$ cat src/rtl/serial_increment_pkg.sv
// Shared definitions for the bit-serial incrementer:
// FSM state encodings, default width and counter sizing.
package serial_increment_pkg;

  localparam int DEFAULT_WIDTH = 8;

  typedef enum logic [1:0] {
    S_IDLE = 2'd0,
    S_RUN  = 2'd1,
    S_DONE = 2'd2
  } state_e;

  // Step counter width, never narrower than one bit.
  function automatic int cnt_w(input int w);
    return (w > 2) ? $clog2(w) : 1;
  endfunction

endpackage

$ cat src/rtl/serial_increment_increment_bit.sv
// One-bit increment cell: sum and carry-out of bit plus carry-in.
// Up-direction mirror of the 1-bit decrement cell.
module increment_bit (
  input  logic A,
  input  logic cin,
  output logic out,
  output logic cout
);

  assign out  = A ^ cin;
  assign cout = A & cin;

endmodule

$ cat src/rtl/serial_increment.sv
// Bit-serial a+1 using a single increment cell and a carry register.
// One bit per RUN cycle; start/busy/done handshake, registered result.
module serial_increment
  import serial_increment_pkg::*;
#(
  parameter int WIDTH = DEFAULT_WIDTH
) (
  input  logic             clk,
  input  logic             reset,
  input  logic             start,
  input  logic [WIDTH-1:0] a,
  output logic             busy,
  output logic             done,
  output logic [WIDTH-1:0] result,
  output logic             cout
);

  localparam int CW = cnt_w(WIDTH);

  state_e           state_q, state_d;
  logic [WIDTH-1:0] opnd_q;
  logic [WIDTH-1:0] work_q;
  logic [WIDTH-1:0] res_q;
  logic             carry_q;
  logic             cout_q;
  logic [CW-1:0]    cnt_q;

  logic accept;
  logic last;
  logic sum;
  logic c;

  increment_bit u_cell (
    .A   (opnd_q[0]),
    .cin (carry_q),
    .out (sum),
    .cout(c)
  );

  assign accept = start &&
    (state_q == S_IDLE || state_q == S_DONE);
  assign last = (state_q == S_RUN) &&
    (cnt_q == CW'(WIDTH - 1));

  // State register
  always_ff @(posedge clk) begin
    if (reset) state_q <= S_IDLE;
    else       state_q <= state_d;
  end

  // Next-state logic
  always_comb begin
    state_d = state_q;
    unique case (state_q)
      S_IDLE:  if (start) state_d = S_RUN;
      S_RUN:   if (last)  state_d = S_DONE;
      S_DONE:  state_d = start ? S_RUN : S_IDLE;
      default: state_d = S_IDLE;
    endcase
  end

  // Status outputs decoded from the state register
  always_comb begin
    busy = (state_q == S_RUN);
    done = (state_q == S_DONE);
  end

  // Operand/working shift registers, carry and step counter
  always_ff @(posedge clk) begin
    if (reset) begin
      opnd_q  <= '0;
      work_q  <= '0;
      carry_q <= 1'b0;
      cnt_q   <= '0;
    end else if (accept) begin
      opnd_q  <= a;
      work_q  <= '0;
      carry_q <= 1'b1;
      cnt_q   <= '0;
    end else if (state_q == S_RUN) begin
      opnd_q  <= {1'b0, opnd_q[WIDTH-1:1]};
      work_q  <= {sum, work_q[WIDTH-1:1]};
      carry_q <= c;
      cnt_q   <= cnt_q + CW'(1);
    end
  end

  // Capture the finished value on the final bit step
  always_ff @(posedge clk) begin
    if (reset) begin
      res_q  <= '0;
      cout_q <= 1'b0;
    end else if (last) begin
      res_q  <= {sum, work_q[WIDTH-1:1]};
      cout_q <= c;
    end
  end

  assign result = res_q;
  assign cout   = cout_q;

endmodule

$ cat config.mk
export PLATFORM = sky130hd
export DESIGN_NAME = serial_increment
export DESIGN_NICKNAME = d
export VERILOG_FILES = /design/src/rtl/serial_increment_pkg.sv /design/src/rtl/serial_increment_increment_bit.sv /design/src/rtl/serial_increment.sv
export SDC_FILE = /design/constraint.sdc
export NUM_CORES = 1
export LEC_CHECK = 0
export ABC_AREA = 1
export CORE_MARGIN = 2
export CORE_UTILIZATION = 53
export DETAILED_ROUTE_END_ITERATION = 10
export PLACE_DENSITY = 0.8
export SLEW_MARGIN = 20
export SYNTH_ARGS = -nofsm -noshare
export SYNTH_HDL_FRONTEND = slang
export SYNTH_SLANG_ARGS = --single-unit
$ cat constraint.sdc
create_clock -name clk -period 2.7 [get_ports clk]
set_clock_uncertainty 0.1 [all_clocks]
set_input_delay 0.54 -clock clk [delete_from_list [all_inputs] [get_ports clk]]
set_output_delay 0.54 -clock clk [all_outputs]
set_load 0.1 [all_outputs]
==> results of run 1 <==
-- through the flow --
stage | power, mW | setup WS, ns | area [µm²] | util | instances
final | 0.862 | 0.449 | 1480 | 0.670 | 216
after global routing | 0.901 | 0.359 | 1480 | 0.670 | 216
after global placement | 0.591 | 0.745 | 1420 | 0.643 | 208
after floorplan | 0.565 | 0.468 | 1240 | - | 164
after CTS | 0.871 | 0.443 | 1480 | 0.670 | 216
after detailed placement | 0.595 | 0.703 | 1420 | 0.643 | 208
-- area by class of cell --
| type | count | share of cell area |
|---|---|---|
| clock buffers | 7 | 0.0372 |
| well taps | 28 | 0.0236 |
| inverters | 25 | 0.0633 |
| multi-input cells | 104 | 0.335 |
| repair buffers | 21 | 0.132 |
| clock inverters | 1 | 0.00338 |
| flip-flops and latches | 30 | 0.405 |
-- power groups by stage --
stage | clock network, mW | registers (mW) | logic [mW]
floorplan | 0 | 0.480 | 0.0846
global placement | 0 | 0.482 | 0.109
global route | 0.301 | 0.475 | 0.125
CTS | 0.286 | 0.473 | 0.113
detailed placement | 0 | 0.483 | 0.112
finish | 0.277 | 0.473 | 0.112
-- worst min-delay path: stages, from the launching register on --
cell	delay (ns)
dfxtp_1	0.32
nand2_1	0.06
a21oi_1	0.06
-- registers in the layout (all words and copies together), names as in the netlist --
signal   flops
opnd_q       8
result       8
work_q       7
cnt_q        3
state_q      2
carry_q      1
cout         1
-- final timing paths --
kind | from | endpoint | slack [ns] | cells after the start
worst min register to register | work_q[1]$_SDFFE_PP0N_ | work_q[1]$_SDFFE_PP0N_ | 0.38 | 2
worst min-delay path | work_q[1]$_SDFFE_PP0N_ | work_q[1]$_SDFFE_PP0N_ | 0.38 | 2
worst max-delay path | state_q[0]$_SDFFE_PP0P_ | busy | 0.45 | 3
worst max register to register | state_q[0]$_SDFFE_PP0P_ | opnd_q[2]$_SDFFE_PP0P_ | 1.16 | 5
-- kinds of logic (layout without fill, tap and decap cells) --
| kind of cell | count (synthesis) | count (layout) | share of synthesized area |
|---|---|---|---|
| AND/OR/NAND/NOR | 67 | 67 | 0.231 |
| AO/OA/AOI/OAI | 33 | 33 | 0.133 |
| flip-flops | 30 | 30 | 0.485 |
| buffers and inverters | 30 | 54 | 0.113 |
| adder cells (fa/ha/maj) | 3 | 3 | 0.0303 |
| XOR/XNOR | 1 | 1 | 0.00708 |
-- cells in the final DEF, fill, tap and decap left out --
| master | synthesis | routed |
|---|---|---|
| a21oi_1 | 12 | 12 |
| dfxtp_1 | 30 | 30 |
| nand2_1 | 23 | 23 |
| clkinv_2 | 0 | 1 |
| o21ai_0 | 17 | 17 |
| clkdlybuf4s50_1 | 0 | 10 |
| nand2_4 | 2 | 2 |
| nor2_4 | 1 | 1 |
| buf_12 | 0 | 1 |
| clkbuf_4 | 0 | 5 |
| inv_1 | 23 | 23 |
| ha_1 | 3 | 3 |
| xor2_1 | 1 | 1 |
| o21ai_1 | 4 | 4 |
| clkbuf_1 | 0 | 1 |
| nand2_2 | 1 | 1 |
| clkbuf_8 | 0 | 1 |
| nand3_1 | 7 | 7 |
| inv_2 | 2 | 2 |
| nor2_1 | 33 | 33 |
| buf_4 | 1 | 10 |
-- metal layers --
layer  vias up  share of wire  global-route usage
met5         -              0                   0
met4         0         0.0089               0.141
met3         3          0.056              0.0686
met2        21           0.49               0.356
met1       496           0.44               0.224
li1        556              -                   -
==> impl_metrics.yaml, run 1 <==
clocking:
  cts_buffer_depth: 2
  tritoncts: "built"
  cts.sinks: 30
  insertion_delay_ns: 0.33
  cts_repair_resize_count: 0
  postCtsSetupBuffers: 0
  h-tree-depth: 2
  cts_buffers: 5
  hold_buffers: 0
  clkTransAtPathRegs_ns: 0.09
  clockRootBuffer: "clkbuf_4"
timing:
  drv_slew: 0
  holdWs_ns: 0.375
  rsz0062_at_grt: "no"
  min_period_ns: 2.25
  finalSetupViolCount: 0
  fmax_mhz: 444
  finalHoldViolations: 0
  worst_pin_slew_ns: 0.502
  fin_tns_setup_ns: 0
  relSlewSlack: 0.665
  timing.final.crit_share: 0.834
die:
  std_cell_rows: 17
  start_util: 0.559
  core-area_um2: 2210
  die_h_um: 52.3
  dieArea_um2: 2740
  io_pins: 22
  die-width_um: 52.3
yosys:
  synth_seq_area_share: 0.485
  synth_top_area_frac: 0.485
  yosys_warnings: 0
  synth_edf_count: 0
  yosys.area.top_type: "dfxtp_1"
  synth.most_common_cell: "nor2_1"
  netlist_instances: 164
  synthFlopType: "dfxtp_1"
  synth_seq_cells: 30
  synth_common_cells: "nor2_1, dfxtp_1, inv_1, nand2_1, o21ai_0"
  syn_nets: 178
  synth_cell_type_count: 17
  syn_avg_cell_area_um2: 7.55
  netlist_area_um2: 1240
  synth_area_leaders: "dfxtp_1, nor2_1, inv_1, nand2_1, o21ai_0"
  async_reset_ff_frac: 0
layout:
  drive_above_1_share: 0.128
  finalNetCount: 201
  fillCellCount: 186
  ff_latch_area_um2: 601
  multi_input_area_um2: 497
  syn_to_final_growth_pct: 19.7
  antenna_cells: 0
critical_path:
  worstSetupPathType: "reg2out"
  endpoint_kind: "primary output"
  critical_path.cell_chain: "nand2_2 > inv_1 > buf_12"
  cp_slowest_cell: "dfxtp_1"
  cp-start-kind: "register"
  critical_path_peak_fanout: 21
  worstPathRequired_ns: 2.06
  critPathTopFamily: "buffers and inverters"
  path_buf_inv: 2
  slowest_delay_ns: 0.39
  cp.arrival_ns: 1.61
power_and_ir_drop:
  netSwitchingPower_uw: 232
  seq_power_share: 0.548
  pwr-share-clk: 0.321
  power_density_nw_per_um2: 582
  p_int_uw: 630
  leakagePower_nw: 0.714
  vdd_drop_max_mv: 0.384
  combPwrFrac: 0.130
  swShare: 0.269
detailed_routing:
  firstDrtPassIters: 5
  drcViolationCount: 0
  via_count: 1076
  ant_nets: 0
  wirelength_mm: 2.48
  wl_per_cell_um: 11.5
  drt_iter0_drc: 16
  viasPerCell: 4.98
grt:
  overflow: 0
  grt_util_all_layers: 0.212
  grt_pass1_wl_mm: 4.20
  antenna_found_initial: 0
  grt_max_degree: 22
  grt_pass1_vias: 1037
placed_design:
  place_congestion: 0.808
  place_hpwl_mm: 1.75
  numPortBuffers: 21
flow_run:
  max_cap_violations: 0
run_status:
  status: "complete, no violations"
worst_hold_path:
  hp-class: "reg2reg"
Power figures use the tool's default switching activity.
==> run 2, diff against run 1 <==
--- a/config.mk
+++ b/config.mk
@@ -7,9 +7,9 @@
 export LEC_CHECK = 0
 export ABC_AREA = 1
 export CORE_MARGIN = 2
-export CORE_UTILIZATION = 53
+export CORE_UTILIZATION = 50
 export DETAILED_ROUTE_END_ITERATION = 10
-export PLACE_DENSITY = 0.8
+export PLACE_DENSITY = 0.76
 export SLEW_MARGIN = 20
 export SYNTH_ARGS = -nofsm -noshare
 export SYNTH_HDL_FRONTEND = slang
==> constraint.sdc (replaced) <==
create_clock -name clk -period 2.3 [get_ports clk]
set_clock_uncertainty 0.1 [all_clocks]
set_input_delay 0.46 -clock clk [delete_from_list [all_inputs] [get_ports clk]]
set_output_delay 0.46 -clock clk [all_outputs]
set_load 0.1 [all_outputs]
==> run 2 against run 1 <==
  * Critical path type unchanged
  * Cell count up 1.9%
  * Register-to-register slack worse by 0.32 ns
  * Total power up 24%
  * Combinational power up 21%
  * Largest power group unchanged
  * Worst hold slack worse by 0.0018 ns
  * Clock power up 39%
  * Die area up 5.5%
  * Sequential cell count unchanged
==> impl_metrics.yaml, run 2 (synthesis results as in run 1) <==
run_status:
  status: "complete, no violations"
layout:
  syn_to_final_growth_pct: 22.6
  layout_commonest_cell: "nor2_1"
  fin_util: 0.630
  finalNetCount: 203
  antenna_cells: 0
  drive_above_1_share: 0.142
  final_cell_mix: "nor2_1, dfxtp_1, inv_1, nand2_1, o21ai_0"
  final_cell_area_um2: 1520
critical_path:
  endpoint_kind: "primary output"
  r2r_end: "result[4]$_SDFFE_PP0P_"
  slowest_delay_ns: 0.40
  worstPathRequired_ns: 1.74
  cp-start-kind: "register"
  critical_path.cell_chain: "nand2_2 > inv_1 > buf_12"
  path_buf_inv: 2
  critical_path_peak_fanout: 4
  r2r_slack_ns: 0.84
  cp.arrival_ns: 1.12
  cp_slowest_cell: "dfxtp_1"
  ff2ff_path_depth: 7
  r2r_start: "cnt_q[0]$_SDFFE_PP0N_"
  critPathTopFamily: "flip-flops"
  worstSetupPathType: "reg2out"
detailed_routing:
  drcViolationCount: 0
  viasPerCell: 4.90
  ant_nets: 0
  firstDrtPassIters: 4
  drt_iter0_drc: 25
  wirelength_mm: 2.39
  wl_per_cell_um: 10.9
  via_count: 1077
die:
  std_cell_rows: 18
  die-width_um: 53.8
  start_util: 0.513
  dieArea_um2: 2890
  core-area_um2: 2410
  die_h_um: 53.8
  io_pins: 22
timing:
  holdWs_ns: 0.373
  min_period_ns: 1.68
  fin_tns_setup_ns: 0
  relSlewSlack: 0.706
  finalSetupViolCount: 0
  worst_pin_slew_ns: 0.441
  rsz0062_at_grt: "no"
  fmax_mhz: 595
  finalHoldViolations: 0
  timing.final.crit_share: 0.730
  drv_slew: 0
grt:
  overflow: 0
  grt_pass1_wl_mm: 4.04
  grt_pass1_vias: 955
  grt_max_degree: 21
  grt_util_all_layers: 0.199
  antenna_found_initial: 0
clocking:
  cts_repair_resize_count: 0
  h-tree-depth: 2
  insertion_delay_ns: 0.33
  cts.sinks: 30
  cts_buffer_depth: 2
  hold_buffers: 0
  tritoncts: "built"
  clkTransAtPathRegs_ns: 0.09
  clockRootBuffer: "clkbuf_4"
  postCtsSetupBuffers: 0
  cts_buffers: 5
worst_hold_path:
  hold_depth: 2
  hp-class: "reg2reg"
  hold-path-endpoint: "cnt_q[1]$_SDFFE_PP0N_"
  hold_path.startpoint: "cnt_q[1]$_SDFFE_PP0N_"
power_and_ir_drop:
  finalPower_mw: 1.07
  leakagePower_nw: 0.733
  vdd_drop_max_mv: 0.575
  power_density_nw_per_um2: 707
placed_design:
  numPortBuffers: 21
  place_congestion: 0.761
  dpl_cell_area_um2: 1440
  place_hpwl_mm: 1.73
flow_run:
  max_cap_violations: 0
run 2: cell types whose count changed in the layout (fill, tap and decap cells not counted), sizes merged:
cell	before	now
buf	11	13
clkbuf	7	8
clkinv	1	0
run 2: power by group:
group,internal [mW],leakage (nW),switching (mW)
Clock,0.209,0.0446,0.176
Combinational,0.0534,0.444,0.0811
Sequential,0.542,0.244,0.0124
run 2: worst max-delay path by stage:
stage,endpoint,cells past startpoint,start,slack (ns)
6_report,busy,3,state_q[0]$_SDFFE_PP0P_,0.62
5_1_grt,busy,3,state_q[0]$_SDFFE_PP0P_,0.54
4_1_cts,busy,3,state_q[0]$_SDFFE_PP0P_,0.60
3_5_place_dp,work_q[1]$_SDFFE_PP0N_,6,start,0.49
3_3_place_gp,opnd_q[0]$_SDFFE_PP0P_,6,reset,0.49
2_1_floorplan,done,2,state_q[1]$_SDFFE_PP0P_,0.15
run 2: routing by layer:
layer	track usage	vias up	routed length (µm)
met5	0	-	0
met4	0.0641	0	29
met3	0.0917	3	139
met2	0.323	29	1120
met1	0.232	488	1100
li1	-	557	-
run 2: metrics by stage:
stage          setup slack [ns]  std cells
2_1_floorplan             0.148        164
3_3_place_gp              0.494        212
3_5_place_dp              0.493        212
4_1_cts                   0.598        220
5_1_grt                   0.543        220
6_report                  0.620        220
run 2: cell type report:
type / instances / area (µm²)
Timing Repair Buffer: 23 / 210
Fill cell: 225 / 892
Inverter: 25 / 93.8
Clock buffer: 8 / 78.8
Multi-Input combinational cell: 104 / 497
Sequential cell: 30 / 601
Tap cell: 30 / 37.5
run 2: worst register-to-register path, stage by stage, from the launching register on:
cell,delay [ns]
dfxtp_1,0.36
ha_1,0.17
ha_1,0.15
inv_1,0.07
nor2_4,0.20
inv_2,0.12
nand3_1,0.09
o21ai_0,0.09
